--- config.mk ---
export PLATFORM = sky130hd
export DESIGN_NAME = wishbone_ibus_dbus_arbiter
export DESIGN_NICKNAME = d
export VERILOG_FILES = /design/src/rtl/wishbone_ibus_dbus_arbiter.sv
export SDC_FILE = /design/constraint.sdc
export NUM_CORES = 1
export LEC_CHECK = 0
export BUFFER_PORTS_ARGS = -buffer_cell sky130_fd_sc_hd__buf_2
export CORE_AREA = 5 5 126 128
export DETAILED_ROUTE_END_ITERATION = 12
export DIE_AREA = 0 0 131 133
export PLACE_DENSITY = 0.45
export REMOVE_ABC_BUFFERS = 1
export SLEW_MARGIN = 20
export SYNTH_ARGS = -nofsm -noshare
export SYNTH_HDL_FRONTEND = slang
export SYNTH_SLANG_ARGS = --single-unit
export TNS_END_PERCENT = 1
--- constraint.sdc ---
create_clock -name clk -period 3.4 [get_ports clk]
set_input_delay 0.51 -clock clk [delete_from_list [all_inputs] [get_ports clk]]
set_output_delay 0.51 -clock clk [all_outputs]
set_load 0.1 [all_outputs]
--- src/rtl/wishbone_ibus_dbus_arbiter.sv ---
// Merges the instruction and data Wishbone master ports of a minimal core
// into one Wishbone master port.
//
// state    | meaning
// ---------+-----------------------------------------------------------
// ST_IDLE  | no owner; arbitrate between pending ibus/dbus requests
// ST_OWN_I | ibus owns the bus until ibus_cyc_i falls
// ST_OWN_D | dbus owns the bus until dbus_cyc_i falls
// ST_ABORT | owner timed out; bus released, wait for its cyc to drop
//
// The grant is registered, so a new request reaches the bus one cycle after
// it is first presented. While owned, the owner's signals pass straight
// through to the bus and bus ack/err/dat_r pass straight back.
// last_winner_q doubles as the identity of the aborted master in ST_ABORT.
module wishbone_ibus_dbus_arbiter #(
   parameter int TIMEOUT_CYCLES = 256,
   parameter int FIRST_PRIORITY = 0,
   parameter int ADDR_W         = 30,
   parameter int DATA_W         = 32,
   parameter int SEL_W          = DATA_W / 8
) (
   input  logic              clk,
   input  logic              rst,

   input  logic [ADDR_W-1:0] ibus_adr_i,
   input  logic [DATA_W-1:0] ibus_dat_w_i,
   input  logic [SEL_W-1:0]  ibus_sel_i,
   input  logic              ibus_cyc_i,
   input  logic              ibus_stb_i,
   input  logic              ibus_we_i,
   input  logic [2:0]        ibus_cti_i,
   input  logic [1:0]        ibus_bte_i,
   output logic [DATA_W-1:0] ibus_dat_r_o,
   output logic              ibus_ack_o,
   output logic              ibus_err_o,

   input  logic [ADDR_W-1:0] dbus_adr_i,
   input  logic [DATA_W-1:0] dbus_dat_w_i,
   input  logic [SEL_W-1:0]  dbus_sel_i,
   input  logic              dbus_cyc_i,
   input  logic              dbus_stb_i,
   input  logic              dbus_we_i,
   input  logic [2:0]        dbus_cti_i,
   input  logic [1:0]        dbus_bte_i,
   output logic [DATA_W-1:0] dbus_dat_r_o,
   output logic              dbus_ack_o,
   output logic              dbus_err_o,

   output logic [ADDR_W-1:0] bus_adr_o,
   output logic [DATA_W-1:0] bus_dat_w_o,
   output logic [SEL_W-1:0]  bus_sel_o,
   output logic              bus_cyc_o,
   output logic              bus_stb_o,
   output logic              bus_we_o,
   output logic [2:0]        bus_cti_o,
   output logic [1:0]        bus_bte_o,
   input  logic [DATA_W-1:0] bus_dat_r_i,
   input  logic              bus_ack_i,
   input  logic              bus_err_i,

   output logic [1:0]        grant_o,
   output logic              timeout_o
);

   typedef enum logic [1:0] {
      ST_IDLE  = 2'd0,
      ST_OWN_I = 2'd1,
      ST_OWN_D = 2'd2,
      ST_ABORT = 2'd3
   } state_e;

   // last winner encoding: 0 = ibus, 1 = dbus; the tie goes to the other one
   localparam logic LAST_INIT = (FIRST_PRIORITY == 0);

   state_e     state_q;
   logic       last_winner_q;
   logic [1:0] grant_q;

   logic req_ibus;
   logic req_dbus;
   logic owning;
   logic own_cyc;
   logic own_stb;
   logic abort_cyc;
   logic fire;

   assign req_ibus  = ibus_cyc_i & ibus_stb_i;
   assign req_dbus  = dbus_cyc_i & dbus_stb_i;
   assign owning    = |grant_q;
   assign own_cyc   = (grant_q[0] & ibus_cyc_i) | (grant_q[1] & dbus_cyc_i);
   assign own_stb   = (grant_q[0] & ibus_stb_i) | (grant_q[1] & dbus_stb_i);
   assign abort_cyc = last_winner_q ? dbus_cyc_i : ibus_cyc_i;

   generate
      if (TIMEOUT_CYCLES > 0) begin : g_timeout
         localparam int              CNT_W    = $clog2(TIMEOUT_CYCLES + 1);
         localparam logic [CNT_W-1:0] CNT_LAST = CNT_W'(TIMEOUT_CYCLES - 1);

         logic [CNT_W-1:0] cnt_q;
         logic [CNT_W-1:0] cnt_d;
         logic             waiting;

         // a strobed, unanswered beat of the current owner that keeps its grant
         assign waiting = owning & own_cyc & own_stb & ~bus_ack_i & ~bus_err_i;
         assign fire    = owning & own_stb & ~bus_ack_i & ~bus_err_i & (cnt_q == CNT_LAST);

         // count consecutive waiting cycles; anything else (ack, err, gap, grant change) clears
         always_comb begin
            cnt_d = '0;
            if (waiting && !fire) begin
               cnt_d = cnt_q + 1'b1;
            end
         end

         // wait counter register
         always_ff @(posedge clk or posedge rst) begin
            if (rst) begin
               cnt_q <= '0;
            end else begin
               cnt_q <= cnt_d;
            end
         end
      end else begin : g_no_timeout
         assign fire = 1'b0;
      end
   endgenerate

   // arbitration FSM; grant_q is the registered owner and drives all muxing
   always_ff @(posedge clk or posedge rst) begin
      if (rst) begin
         state_q       <= ST_IDLE;
         last_winner_q <= LAST_INIT;
         grant_q       <= 2'b00;
      end else begin
         case (state_q)
            ST_IDLE: begin
               if (req_ibus && (!req_dbus || last_winner_q)) begin
                  state_q       <= ST_OWN_I;
                  last_winner_q <= 1'b0;
                  grant_q       <= 2'b01;
               end else if (req_dbus) begin
                  state_q       <= ST_OWN_D;
                  last_winner_q <= 1'b1;
                  grant_q       <= 2'b10;
               end
            end
            ST_OWN_I: begin
               if (fire) begin
                  state_q <= ST_ABORT;
                  grant_q <= 2'b00;
               end else if (!ibus_cyc_i) begin
                  if (req_dbus) begin
                     state_q       <= ST_OWN_D;
                     last_winner_q <= 1'b1;
                     grant_q       <= 2'b10;
                  end else begin
                     state_q <= ST_IDLE;
                     grant_q <= 2'b00;
                  end
               end
            end
            ST_OWN_D: begin
               if (fire) begin
                  state_q <= ST_ABORT;
                  grant_q <= 2'b00;
               end else if (!dbus_cyc_i) begin
                  if (req_ibus) begin
                     state_q       <= ST_OWN_I;
                     last_winner_q <= 1'b0;
                     grant_q       <= 2'b01;
                  end else begin
                     state_q <= ST_IDLE;
                     grant_q <= 2'b00;
                  end
               end
            end
            ST_ABORT: begin
               if (!abort_cyc) begin
                  state_q <= ST_IDLE;
               end
            end
            default: begin
               state_q <= ST_IDLE;
               grant_q <= 2'b00;
            end
         endcase
      end
   end

   // bus pass-through and response steering; responses outside ownership are dropped
   always_comb begin
      bus_adr_o   = '0;
      bus_dat_w_o = '0;
      bus_sel_o   = '0;
      bus_cyc_o   = 1'b0;
      bus_stb_o   = 1'b0;
      bus_we_o    = 1'b0;
      bus_cti_o   = '0;
      bus_bte_o   = '0;
      ibus_ack_o  = 1'b0;
      ibus_err_o  = 1'b0;
      dbus_ack_o  = 1'b0;
      dbus_err_o  = 1'b0;
      if (grant_q[0]) begin
         bus_adr_o   = ibus_adr_i;
         bus_dat_w_o = ibus_dat_w_i;
         bus_sel_o   = ibus_sel_i;
         bus_cyc_o   = ibus_cyc_i & ~fire;
         bus_stb_o   = ibus_stb_i & ~fire;
         bus_we_o    = ibus_we_i;
         bus_cti_o   = ibus_cti_i;
         bus_bte_o   = ibus_bte_i;
         ibus_ack_o  = bus_ack_i;
         ibus_err_o  = bus_err_i | fire;
      end else if (grant_q[1]) begin
         bus_adr_o   = dbus_adr_i;
         bus_dat_w_o = dbus_dat_w_i;
         bus_sel_o   = dbus_sel_i;
         bus_cyc_o   = dbus_cyc_i & ~fire;
         bus_stb_o   = dbus_stb_i & ~fire;
         bus_we_o    = dbus_we_i;
         bus_cti_o   = dbus_cti_i;
         bus_bte_o   = dbus_bte_i;
         dbus_ack_o  = bus_ack_i;
         dbus_err_o  = bus_err_i | fire;
      end
   end

   assign ibus_dat_r_o = bus_dat_r_i;
   assign dbus_dat_r_o = bus_dat_r_i;
   assign grant_o      = grant_q;
   assign timeout_o    = fire;

endmodule
## After elaboration in Yosys (flattened, before gate mapping)

Cells that the tools add are included.

- Flip-flop bits (word level): 14

- Bitwise gates (word level): 24
- Eq/ne operators: 13
- $add $sub $neg: 1
- Reduce and logical (&&, ||, !) cells: 11
- Muxes and demuxes: 45

Operators by type and width:

| cell | number |
|---|---|
| $mux W32 | 2 |
| $mux W30 | 2 |
| $mux W2 | 12 |
| $mux W1 | 21 |
| $and A1 B1 Y1 | 18 |
| $ne A2 B2 Y1 const B | 6 |
| $add A9 B1 Y9 const B | 1 |
| $eq A9 B8 Y1 const B | 1 |
| $mux W9 | 1 |
| $ne A3 B3 Y1 const B | 3 |
| $mux W4 | 2 |
| $pmux W2 S4 | 1 |
| $reduce_and A4 Y1 | 2 |
| $mux W3 | 2 |
| $pmux W2 S3 | 1 |
| $reduce_and A6 Y1 | 1 |
| $eq A2 B2 Y1 const B | 2 |
| $not A1 Y1 | 3 |
| $or A1 B1 Y1 | 3 |
| $pmux W1 S3 | 1 |
| $reduce_bool A3 Y1 | 1 |
| $eq A2 B1 Y1 const B | 1 |
| $logic_and A1 B1 Y1 | 2 |
| $logic_not A1 Y1 | 2 |
| 3 further kinds | 3 |

## Logic depth before layout (Yosys ltp)

Gate-level depths: netlist (run 1).

- Word-level depth: 10
- Gate-level depth with buffers: 9
- Gate-level depth less buffers: 8

## Worst setup path before layout (run 1)

No wires, ideal clock.

- Path type: register to output
- Start: register grant_q[0] (netlist: grant_o[0])
- End: output port bus_adr_o[16]
- Path slack: -659 ps
- Cell stages (with the launch flop): 5
- Path buffers: 3
- Arrival: 3549 ps
- Data required time: 2890 ps
- Cell sequence: dfrtp_1 buf_6 clkbuf_1 buf_1 o21ai_0

- Longest elaborated chain between the ends: 1

Ends and longest elaborated chain:

| what | RTL line | text |
|---|---|---|
| start: declaration | 77 | `logic [1:0] grant_q;` |
| start signal: assignment | 133 | `grant_q <= 2'b00;` |
| start signal: assignment | 140 | `grant_q <= 2'b01;` |
| start signal: assignment | 144 | `grant_q <= 2'b10;` |
| $mux W30 | 204 | `if (grant_q[0]) begin` |
| end: declaration | 49 | `output logic [ADDR_W-1:0] bus_adr_o,` |

No other way between the ends.

## Final worst setup path (run 1)

- Start: register g_timeout.cnt_q[0]
- End: output port ibus_err_o

- Longest elaborated chain between the ends: 4

Ends and longest elaborated chain:

| what | RTL line | text |
|---|---|---|
| start: declaration | 99 | `logic [CNT_W-1:0] cnt_q;` |
| start signal: assignment | 120 | `cnt_q <= cnt_d;` |
| $eq A9 B8 Y1 | 105 | `assign fire = owning & own_stb & ~bus_ack_i & ~bus_err_i & (cnt_q == CNT_LAST);` |
| $and A1 B1 Y1 | 105 |  |
| $or A1 B1 Y1 | 214 | `ibus_err_o = bus_err_i \| fire;` |
| $mux W1 | 204 |  |
| end: declaration | 35 | `output logic ibus_err_o,` |

No other way between the ends.

==> flow_summary.ini, run 1 <==
[worst_setup_path]
r2r-start = g_timeout.cnt_q[0]
rr_endpoint = grant_o[0]
worstRegToRegCells = 8
crit_required_ps = 2890
crit_type = register to primary output
worstSetupEndpointType = primary output
start_kind = register
reg2reg_slack_ps = 1130
arrival_ps = 2450
crit_start = g_timeout.cnt_q[0]
critPathMaxFanout = 9

[cts]
cts_buffers = 3
cts_tree = yes
cts_resized = 0
postCtsHoldBufs = 0
cts_root_buffer = clkbuf_16
worstSkewPairLatency_ps = 240
clk_path_buf_depth = 2
path_clk_slew_ps = 50
cts_max_level = 1
cts_post_setup_buffers_inserted = 0
cts.sinks = 14

[route]
wl_met1_microns = 5771
drtIter0Drc = 95
ant_nets = 0
routed-wl-met2_microns = 7506
remaining_drc_errors = 0
highest_layer = met5
viasPerCell = 4.536
met3WireLength_microns = 3593
drt-pass1-iter-count = 4
wl_per_cell_microns = 29.57
vias = 2699
routed_wl_microns = 17600

[placed_design]
dp.cells = 590
dp_worst_setup_slack_ps = 695.3
dp_hpwl_microns = 16110
portBuffers = 232
gp_congestion = 0.8657

[worst_hold_path]
worstHoldPathType = primary input to async pin

[sta]
worst_pin_slew_ps = 609.8
fin_ws_ps = 437.6
period_share_pct = 87.13
max_slew_margin_pct = 59.35
fin_skew_ps = 3.990
finalHoldViolCount = 0
post-route-min-period_ps = 2962
finalSetupTns_ps = 0
clock.fmax_mhz = 337.6
rsz0062_at_grt = false
setup_viol = 0
finalMaxSlewViolations = 0

[grt]
grt_pass1_vias = 2641
antenna_found_initial = 15
grt_max_degree = 63
grt_pass1_wl_microns = 21960
grt_overflow = 0
grtUsageTotal_pct = 18.56

[synthesis]
synthTopCellsByArea = a22o_1 30%, buf_4 23%, dfrtp_1 15%, ha_1 4.7%, nor2_1 2.3%
synth_flop_cell = dfrtp_1
yosysMostFrequentCell = a22o_1
yosysUniqueCellTypes = 35
ys.warnings.count = 0
ys_seq_area_share_pct = 16.52
syn_avg_cell_area_sq_um = 8.547
mappedNetlistArea_sq_um = 2128
synth_edf_count = 0
synth_top_area_share_pct = 30.45
ys_ff_latch = 14
ys_top_cells_by_count = 74 x a22o_1, 64 x buf_4, 13 x dfrtp_1, 13 x nor2_1, 10 x clkbuf_1
async_flop_share_pct = 100.0
synthCells = 249
synth_area_leader_cell = a22o_1

[floorplan]
fp.dieArea_sq_um = 17420
initial_core_util_pct = 14.43
core-area_sq_um = 14750
pin_count = 329
fp.dieH_microns = 133
rows = 45
die_w_microns = 131

[power_and_ir_drop]
pwr-share-seq_pct = 5.6
leakage_nw = 1.761
combPwrFrac_pct = 89.0
design_power_total_mw = 4.470
p_sw_mw = 3.410
power_density_nw_per_um2 = 1452
p_int_mw = 1.061
ir_worst_vdd_mv = 0.2923
clkPwrFrac_pct = 5.4
swShare_pct = 76.27

[finish]
fill_cells = 1688
nets = 599
area_delta_synth_final_pct = 44.62
fin_cells = 595
drive_gt1_share_pct = 60.34

[flow_run]
cap_viol_max_count = 0

[status]
status = complete, no violations
==> power groups by stage <==
stage	sequential (mW)	combinational [mW]	clock, mW
6_report	0.249	3.98	0.241
5_1_grt	0.254	4.10	0.259
3_5_place_dp	0.252	3.99	0
3_3_place_gp	0.251	3.97	0
4_1_cts	0.250	3.99	0.248
2_1_floorplan	0.332	3.27	0
==> registers in the layout, summed over array words and instances, names as in the netlist <==
signal / count
state_q: 2
g_timeout.cnt_q: 9
grant_o: 2
last_winner_q: 1
==> per-layer routing <==
metal | global-route usage (%) | up-vias
li1 | - | 1185
met1 | 18.48 | 1210
met2 | 27.91 | 250
met3 | 17.04 | 32
met4 | 4.057 | 22
met5 | 7.941 | -
==> final cells by class <==
class / instances / area (sq um) / share of cell area [%]
Sequential cell: 14 / 352.8 / 11.46
Inverter: 6 / 22.52 / 0.7317
Clock buffer: 4 / 88.84 / 2.886
Antenna cell: 1 / 2.502 / 0.08130
Timing Repair Buffer: 235 / 1184 / 38.46
Tap cell: 188 / 235.2 / 7.642
Multi-Input combinational cell: 147 / 1192 / 38.74
==> cell families (layout without fill, tap and decap cells) <==
| logic type | count (synthesis) | count (layout) | share of synthesized area (%) |
|---|---|---|---|
| compound gates | 93 | 93 | 37.80 |
| buf+inv | 88 | 245 | 27.81 |
| simple gates | 34 | 34 | 7.701 |
| flops | 14 | 14 | 16.52 |
| fa+ha+maj | 8 | 8 | 4.703 |
| xor+xnor | 6 | 6 | 2.470 |
| mux | 6 | 6 | 2.998 |
| other cells | 0 | 1 | 0 |
==> critical path: stages, from the launching register on <==
cell and delay [ps]:
dfrtp_1 370, ha_1 190, nand3_1 120, nor2_1 190, and3_1 180, ha_1 170, and3_1 410, o21a_1 150
buf_2 420
==> worst max path at each step <==
stage / endpoint / slack [ps] / cells after the start
4_1_cts: ibus_err_o / 430 / 8
3_5_place_dp: ibus_err_o / 700 / 8
5_1_grt: dbus_err_o / 250 / 8
3_3_place_gp: ibus_err_o / 740 / 8
2_1_floorplan: bus_cyc_o / -2950 / 3
6_report: ibus_err_o / 440 / 8
==> cell usage in the layout (no fill, tap or decap), drive strengths merged, types with 2 or more instances in the layout <==
cell type / synthesis / final
a21oi: 3 / 3
a22o: 74 / 74
a22oi: 4 / 4
a41oi: 2 / 2
and2: 3 / 3
and3: 2 / 2
buf: 72 / 235
clkbuf: 10 / 4
dfrtp: 13 / 13
ha: 8 / 8
inv: 6 / 6
mux2: 3 / 3
mux2i: 3 / 3
nand2: 6 / 6
nand3: 4 / 4
nand4: 2 / 2
nor2: 13 / 13
nor2b: 2 / 2
o21a: 2 / 2
o22ai: 2 / 2
xnor2: 3 / 3
xor2: 3 / 3
==> stage by stage <==
step	util, %	hold slack [ps]	cell area [sq um]
after floorplan	-	398.5	1559
after global placement	20.25	459.9	2987
after detailed placement	20.25	474.0	2987
after CTS	20.85	340.1	3075
after global routing	20.87	359.2	3078
final	20.87	306.3	3078
No activity file was read; power rests on OpenSTA's default activity.
==> inputs of run 2 (changes only) <==
PLACE_DENSITY = 0.56   (was 0.45)
==> flow_summary.ini, run 2 (synthesis gave the netlist of run 1 again) <==
[placed_design]
dp_hpwl_microns = 17200
dpl-instance-area_sq_um = 3014
portBuffers = 232
gp_congestion = 0.8493

[floorplan]
fp.dieArea_sq_um = 17420
pin_count = 329
rows = 45
core-area_sq_um = 14750
die_w_microns = 131
initial_core_util_pct = 14.43
fp.dieH_microns = 133

[finish]
final_util_pct = 21.05
largest_register_ffs = 9
regMostFlops = g_timeout.cnt_q
nets = 601
fin_area_sq_um = 3105
area_delta_synth_final_pct = 45.91
final_common_cell = buf_2
drive_gt1_share_pct = 60.29
layout_common_cells = 232 x buf_2, 74 x a22o_1, 13 x nor2_1

[worst_hold_path]
worstHoldPathType = primary input to async pin

[worst_setup_path]
start_kind = register
arrival_ps = 2440
worstSetupEndpointType = primary output
critPathMaxFanout = 9
slowest_delay_ps = 410
cpMaxStageDelayCell = buf_2
crit_required_ps = 2890
crit_type = register to primary output
crit_chain = ha_1 -> nand3_1 -> nor2_1 -> and3_1 -> ha_1 -> and3_1 -> o21a_1 -> buf_2

[cts]
cts_root_buffer = clkbuf_16
worstSkewPairLatency_ps = 240
cts.sinks = 14
clk_path_buf_depth = 2
cts_tree = yes
cts_max_level = 1
path_clk_slew_ps = 50
postCtsHoldBufs = 0
cts_buffers = 3
cts_resized = 0
cts_post_setup_buffers_inserted = 0

[sta]
max_slew_margin_pct = 56.66
rsz0062_at_grt = false
period_share_pct = 86.81
worst_pin_slew_ps = 650.0
timing.hold.ws_ps = 309.8
finalMaxSlewViolations = 0
post-route-min-period_ps = 2951
fin_skew_ps = 0.9775
clock.fmax_mhz = 338.8
setup_viol = 0
finalHoldViolCount = 0

[route]
routed_wl_microns = 18700
ant_nets = 0
viasPerCell = 4.491
remaining_drc_errors = 0
drtIter0Drc = 93
wl_per_cell_microns = 31.12
vias = 2699
drt-pass1-iter-count = 4

[power_and_ir_drop]
leakage_nw = 1.769
ir_worst_vdd_mv = 0.4646
design_power_total_mw = 4.444
power_density_nw_per_um2 = 1431

[grt]
grt_pass1_wl_microns = 22600
antenna_found_initial = 19
grt_pass1_vias = 2515
grt_overflow = 0
grtUsageTotal_pct = 19.68
grt_max_degree = 50

[status]
status = complete, no violations

[flow_run]
cap_viol_max_count = 0
==> run 2: cell types whose count changed in the layout (fill, tap and decap cells not counted) <==
cell,change
buf_12,+1
buf_4,+1
clkbuf_1,+1
clkbuf_8,-1
diode_2,+4
==> run 2: path summary, 6_finish.rpt <==
check                      slack, ps                  to  depth (start not counted)               start
max reg2reg                     1150          grant_o[0]                          8  g_timeout.cnt_q[0]
max                              450          dbus_err_o                          8  g_timeout.cnt_q[0]
min reg2reg                      480  g_timeout.cnt_q[0]                          1  g_timeout.cnt_q[0]
max in group asynchronous       2690          grant_o[0]                          2                 rst
min in group clk                 480  g_timeout.cnt_q[0]                          1  g_timeout.cnt_q[0]
min                              310  g_timeout.cnt_q[1]                          2                 rst
==> run 2: cell type report <==
cell class                 count  area [sq um]
multi-input combinational    147          1192
timing repair buffer         237          1211
clock buffer                   4         78.83
sequential                    14         352.8
tap                          188         235.2
antenna                        5         12.51
inverter                       6         22.52
fill                        1688         11650
==> run 2: critical path: cells and delay by family, from the launching register on <==
| kind | cells | cell delay, ps |
|---|---|---|
| AOI/OAI and AO/OA | 1 | 150 |
| adders and majority gates | 2 | 380 |
| buffers and inverters | 1 | 410 |
| DFF | 1 | 380 |
| and+or+nand+nor | 4 | 870 |
==> run 2: where the power goes <==
part	internal, mW	switching [mW]
sequential	0.199	0.0524
clock	0.159	0.0685
combinational	0.714	3.25
total	1.07	3.37
==> run 2: routing by layer <==
metal / GRT usage [%] / vias up / wire [microns]
met1: 15.99 / 1161 / 5108
met3: 20.75 / 48 / 4232
li1: - / 1196 / -
met2: 30.42 / 268 / 8092
met5: 5.294 / - / 247
met4: 7.886 / 26 / 1023
==> run 2: through the flow <==
stage                     TNS [ps]  worst slack [ps]  instances
after floorplan            -185710             -2953        167
after global placement           0             737.3        592
final                            0             448.5        601
after CTS                        0             421.2        596
after global routing             0             271.7        600
after detailed placement         0             694.4        592
